`src/rtl/pin_sim_sequencer.sv`:
```
// Frame-level sequencer: per frame tick, issues STEPS_PER_FRAME collision/position substeps; settles and racks.
// Optional PIN_SEQ_TICK_QUEUE_EN: hold one frame tick that lands during stepping and replay it afterwards.
module pin_sim_sequencer #(
  parameter int unsigned STEPS_PER_FRAME = 4,
  parameter int unsigned SETTLE_FRAMES   = 180,
  parameter int unsigned TIMER_RST       = 3000000
) (
  input  logic       clk_in,
  input  logic       rst_in_n,
  input  logic       frame_tick_in,
  input  logic       ball_launch_in,
  input  logic       ball_done_in,
  output logic       coll_req_out,
  input  logic       coll_valid_in,
  input  logic [9:0] coll_hit_in,
  input  logic       coll_vy_neg_in,
  output logic       pins_valid_out,
  output logic [9:0] pins_hit_out,
  output logic       pins_vy_neg_out,
  output logic       rst_sim_out,
  output logic       busy_out,
  output logic [3:0] score_out,
  output logic       overrun_out,
  output logic       err_out
);

  localparam int unsigned     WD_W        = (TIMER_RST > 2) ? $clog2(TIMER_RST) : 1;
  localparam logic [3:0]      STEP_LAST   = 4'(STEPS_PER_FRAME - 1);
  localparam logic [7:0]      SETTLE_LAST = 8'(SETTLE_FRAMES);
  localparam logic [WD_W-1:0] WD_LAST     = WD_W'(TIMER_RST - 1);

  typedef enum logic [2:0] {
    IDLE,
    ROLLING,
    STEP_REQ,
    STEP_APPLY,
    SETTLE,
    RESET_RACK
  } state_t;

  state_t          state_q, state_d;
  logic [3:0]      step_cnt_q;
  logic [7:0]      settle_cnt_q;
  logic [9:0]      sticky_q;
  logic            vy_neg_q;
  logic            done_q;
  logic [3:0]      score_q;
  logic            err_q;
  logic            abort_q;
  logic            overrun_q;
  logic [WD_W-1:0] wd_cnt_q;

  logic stepping, last_step, done_eff, settle_done, wd_expire, restart_tick;

`ifdef PIN_SEQ_TICK_QUEUE_EN
  logic pend_q;
  assign restart_tick = pend_q | frame_tick_in;
`else
  assign restart_tick = 1'b0;
`endif

  function automatic logic [3:0] popcount10(input logic [9:0] v);
    logic [3:0] c;
    c = '0;
    for (int unsigned i = 0; i < 10; i++) c = c + 4'(v[i]);
    return c;
  endfunction

  assign stepping    = (state_q == STEP_REQ) || (state_q == STEP_APPLY);
  assign last_step   = (step_cnt_q == STEP_LAST);
  assign done_eff    = done_q | ball_done_in;
  assign settle_done = done_eff && (settle_cnt_q >= SETTLE_LAST);
  assign wd_expire   = (state_q == STEP_REQ) && !coll_valid_in && (wd_cnt_q == WD_LAST);

  always_ff @(posedge clk_in or negedge rst_in_n) begin
    if (!rst_in_n) state_q <= RESET_RACK;
    else            state_q <= state_d;
  end

  always_comb begin
    state_d = state_q;
    case (state_q)
      IDLE:       if (ball_launch_in) state_d = ROLLING;
      ROLLING: begin
        if (frame_tick_in)     state_d = STEP_REQ;
        else if (ball_done_in) state_d = SETTLE;
      end
      STEP_REQ: begin
        if (coll_valid_in)  state_d = STEP_APPLY;
        else if (wd_expire) state_d = RESET_RACK;
      end
      STEP_APPLY: begin
        if (!last_step)        state_d = STEP_REQ;
        else if (settle_done)  state_d = RESET_RACK;
        else if (restart_tick) state_d = STEP_REQ;
        else if (done_eff)     state_d = SETTLE;
        else                   state_d = ROLLING;
      end
      SETTLE:     if (frame_tick_in) state_d = STEP_REQ;
      RESET_RACK: state_d = IDLE;
      default:    state_d = IDLE;
    endcase
  end

  // Later assignments in this block deliberately override earlier ones (rack clear beats done latch).
  always_ff @(posedge clk_in or negedge rst_in_n) begin
    if (!rst_in_n) begin
      step_cnt_q   <= '0;
      settle_cnt_q <= '0;
      sticky_q     <= '0;
      vy_neg_q     <= 1'b0;
      done_q       <= 1'b0;
      score_q      <= '0;
      err_q        <= 1'b0;
      abort_q      <= 1'b1;
      overrun_q    <= 1'b0;
      wd_cnt_q     <= '0;
`ifdef PIN_SEQ_TICK_QUEUE_EN
      pend_q       <= 1'b0;
`endif
    end else begin
      overrun_q <= 1'b0;
      wd_cnt_q  <= ((state_q == STEP_REQ) && !coll_valid_in) ? wd_cnt_q + 1'b1 : '0;

      if (ball_done_in && (state_q != IDLE)) begin
        done_q <= 1'b1;
        if (!done_q) settle_cnt_q <= '0;
      end

      if (frame_tick_in && stepping) begin
`ifdef PIN_SEQ_TICK_QUEUE_EN
        if (pend_q) overrun_q <= 1'b1;
        else        pend_q    <= 1'b1;
`else
        overrun_q <= 1'b1;
`endif
      end

      case (state_q)
        ROLLING, SETTLE: begin
          if (frame_tick_in) begin
            step_cnt_q <= '0;
            if (state_q == SETTLE) settle_cnt_q <= settle_cnt_q + 1'b1;
          end
        end
        STEP_REQ: begin
          if (coll_valid_in) begin
            sticky_q <= sticky_q | coll_hit_in;
            vy_neg_q <= coll_vy_neg_in;
          end else if (wd_expire) begin
            err_q   <= 1'b1;
            abort_q <= 1'b1;
          end
        end
        STEP_APPLY: begin
          if (!last_step) begin
            step_cnt_q <= step_cnt_q + 1'b1;
          end else if (state_d == STEP_REQ) begin
            step_cnt_q <= '0;
            if (done_eff) settle_cnt_q <= settle_cnt_q + 1'b1;
`ifdef PIN_SEQ_TICK_QUEUE_EN
            pend_q <= 1'b0;
`endif
          end
        end
        RESET_RACK: begin
          score_q      <= abort_q ? 4'd0 : popcount10(sticky_q);
          sticky_q     <= '0;
          step_cnt_q   <= '0;
          settle_cnt_q <= '0;
          done_q       <= 1'b0;
          abort_q      <= 1'b0;
`ifdef PIN_SEQ_TICK_QUEUE_EN
          pend_q       <= 1'b0;
`endif
        end
        default: ;
      endcase
    end
  end

  // Reset state is RESET_RACK, so the state-decoded strobes are gated to stay low while reset is held.
  assign rst_sim_out     = rst_in_n && (state_q == RESET_RACK);
  assign busy_out        = rst_in_n && (state_q != IDLE);
  assign coll_req_out    = (state_q == STEP_REQ);
  assign pins_valid_out  = (state_q == STEP_APPLY);
  assign pins_hit_out    = sticky_q;
  assign pins_vy_neg_out = vy_neg_q;
  assign score_out       = score_q;
  assign overrun_out     = overrun_q;
  assign err_out         = err_q;

endmodule

```
`config.mk`:
```
export PLATFORM = sky130hd
export DESIGN_NAME = pin_sim_sequencer
export DESIGN_NICKNAME = d
export VERILOG_FILES = /design/src/rtl/pin_sim_sequencer.sv
export SDC_FILE = /design/constraint.sdc
export NUM_CORES = 1
export LEC_CHECK = 0
export CAP_MARGIN = 20
export CORE_MARGIN = 4
export CORE_UTILIZATION = 50
export DETAILED_ROUTE_END_ITERATION = 7
export GPL_TIMING_DRIVEN = 0
export PLACE_DENSITY = 0.83
export SLEW_MARGIN = 20
export SYNTH_ARGS = -nofsm -noshare
export SYNTH_HDL_FRONTEND = slang
export SYNTH_SLANG_ARGS = --single-unit
```
`constraint.sdc`:
```
create_clock -name clk_in -period 3.5 [get_ports clk_in]
set_input_delay 1.05 -clock clk_in [delete_from_list [all_inputs] [get_ports clk_in]]
set_output_delay 1.05 -clock clk_in [all_outputs]
set_load 0.005 [all_outputs]
```
==> results.yml <==
logic_synthesis:
  synth_fp_nets: 386
  ys_top_cells_by_count: "53 x dfrtp_1, 45 x nor2_1, 31 x a21oi_1"
  yosys_warnings: 0
  synth_top_area_share_pct: 40.4
  yosysTopAreaCell: "dfrtp_1"
  async_reset_ff_share_pct: 100
  synth_area_mm2: 0.00329
  synth-main-ff-cell: "dfrtp_1"
  synth-seq-cells: 56
  ys_types: 65
  yosysMostFrequentCell: "dfrtp_1"
  syn_inst: 357
  synth.avg_cell_area_um2: 9.21
  synth_area_leaders: "dfrtp_1 40%, nor2_1 5.1%, a21oi_1 4.7%"
  synth_edf_count: 0
  yosysSeqAreaShare_pct: 42.7
placement:
  io_buffer_count: 37
  dpl.cell_count: 471
  hpwl_mm: 5.17
  gp_congestion: 0.939
  placed_cell_area_mm2: 0.00375
route:
  ant_nets: 0
  vias_per_cell: 5.80
  drt-initial-drc-count: 282
  via_count: 2780
  routed_wl_mm: 7.23
  firstDrtPassIters: 4
  routedWlPerCell_um: 15.1
  drc: 0
layout:
  drive_gt1_share_pct: 8.21
  insertedDiodeCount: 0
  final_cell_area_mm2: 0.00385
  syn2layout_area_growth_pct: 17.1
  utilization_pct: 60.6
  multi_input_area_mm2: 0.00172
  regArea_mm2: 0.00141
  fillers: 515
  finalNetCount: 430
  final_cells: 479
timing:
  grt_setup_unrepaired: "no"
  slew_viol_final: 0
  hold_viol: 0
  skew_ns: 0.0166
  fmax_mhz: 309
  worst_pin_slew_ns: 0.579
  setup_viol: 0
  min_period_over_period_pct: 92.5
  relSlewSlack_pct: 61.1
  fin_hold_ws_ns: 0.455
  layout_min_cycle_time_ns: 3.24
floorplanning:
  fp.dieW_um: 89.1
  coreArea_mm2: 0.00635
  io_pins: 38
  die_area_mm2: 0.00794
  row_count: 29
  initial_core_util_pct: 51.8
  die_h_um: 89.1
critical_path:
  reg2reg_depth: 10
  cp.required_ns: 2.45
  path_class: "in -> out"
  cp_max_fo: 58
  critPathLaunchType: "primary input"
  endpoint: "rst_sim_out"
  r2r-start: "pins_hit_out[0]"
  crit_start: "rst_in_n"
  cp-end-kind: "primary output"
  cp.arrival_ns: 2.19
  r2r_slack_ns: 0.46
  r2r-end: "score_out[2]"
clock_network:
  cts_resized: 0
  cts.sink_count: 56
  cts_tree: "done"
  clk_path_buf_depth: 2
  cts_setup_buffers: 0
  root_buffer: "clkbuf_8"
  cts-buffers-inserted: 5
  clock_latency_ns: 0.32
  cts_hold_buf: 0
  cts_max_level: 2
  clk_pin_slew_ns: 0.10
run:
  maxCapViolCount: 0
global_route:
  grt_pass1_vias: 2777
  grt_pass1_wl_mm: 12.7
  antenna_found_initial: 0
  grt_max_degree: 59
  grt.overflow.total: 0
  track_usage_pct: 20.0
power:
  p_per_area_mw_per_mm2: 413
  ir_drop_mv: 0.284
  p_leak_nw: 1.59
run_status:
  status: "finished, final reports clean"
min_path:
  hp-class: "reg -> reg"
[layout by cell type, fill, tap and decap left out, types with 3 or more instances in the layout]
cell type        instances
a211oi_1                 3
a21oi_1                 31
a22oi_1                  4
and2_1                   6
and3_1                   4
and4_1                   3
buf_2                    6
clkbuf_1                 8
clkbuf_8                 5
clkdlybuf4s50_1         36
dfrtp_1                 53
dfstp_2                  3
fa_1                     6
ha_1                     6
inv_1                   22
nand2_1                 27
nand2b_1                 4
nand3_1                 13
nand4_1                  4
nor2_1                  45
nor2b_1                  4
nor3_1                  12
o21ai_0                 15
o31ai_1                  7
or3_1                    4
xnor2_1                 11
xor2_1                   8
[worst min path at each step]
stage / endpoint / slack (ns) / startpoint / cells after the start
finish: wd_cnt_q[0] / 0.45 / wd_cnt_q[0] / 1
detailed placement: wd_cnt_q[0] / 0.45 / wd_cnt_q[0] / 1
global placement: wd_cnt_q[0] / 0.44 / wd_cnt_q[0] / 1
global route: wd_cnt_q[0] / 0.49 / wd_cnt_q[0] / 1
CTS: wd_cnt_q[0] / 0.46 / wd_cnt_q[0] / 1
floorplan: wd_cnt_q[0] / 0.42 / wd_cnt_q[0] / 1
[worst max-delay path, cell delays in order]
cell and delay, ns:
buf_6 0.38, and3_1 0.24, clkdlybuf4s50_1 0.49
[sequential cells by signal, summed over array words and instances, names as in the netlist]
register	count
abort_q	1
done_q	1
err_out	1
overrun_out	1
pins_hit_out	10
pins_vy_neg_out	1
score_out	4
settle_cnt_q	8
state_q	3
step_cnt_q	4
wd_cnt_q	22
[area by class of cell]
| type | count | share of cell area [%] |
|---|---|---|
| Buffer | 16 | 2.05 |
| Clock buffer | 5 | 1.79 |
| Clock inverter | 3 | 0.682 |
| Inverter | 23 | 2.24 |
| Multi-Input combinational cell | 262 | 44.6 |
| Sequential cell | 56 | 36.5 |
| Tap cell | 77 | 2.50 |
| Timing Repair Buffer | 37 | 9.65 |
[power by group]
group	leakage, nW	internal [mW]	total, mW	switching, mW
Sequential	0.686	0.704	0.759	0.0558
Combinational	0.856	0.191	0.458	0.267
Clock	0.0487	0.146	0.374	0.227
[per-stage QoR]
stage	setup WS, ns	total power, mW	setup TNS [ns]
floorplan	0.578	1.07	0
global placement	-1.81	1.21	-22.15
detailed placement	0.0147	1.23	0
CTS	0.0138	1.60	0
global route	0.138	1.69	0
finish	0.262	1.59	0
[metal layers]
| layer | wire, µm | GRT usage (%) | vias to the layer above |
|---|---|---|---|
| li1 | - | - | 1341 |
| met1 | 3170 | 27.0 | 1338 |
| met2 | 3540 | 33.0 | 88 |
| met3 | 396 | 3.13 | 13 |
| met4 | 118 | 6.77 | 0 |
| met5 | 0 | 0 | - |
[logic make-up (layout without fill, tap and decap cells)]
kind of cell | after synthesis | after routing | synth area share [%]
buffers and inverters | 39 | 84 | 5.02
multiplexers | 2 | 2 | 0.685
XOR/XNOR | 19 | 19 | 5.06
adder cells (fa/ha/maj) | 12 | 12 | 5.94
AND/OR/NAND/NOR | 145 | 145 | 23.6
flip-flops | 56 | 56 | 42.7
AO/OA/AOI/OAI | 84 | 84 | 16.9
(Power assumes the default switching activity.)
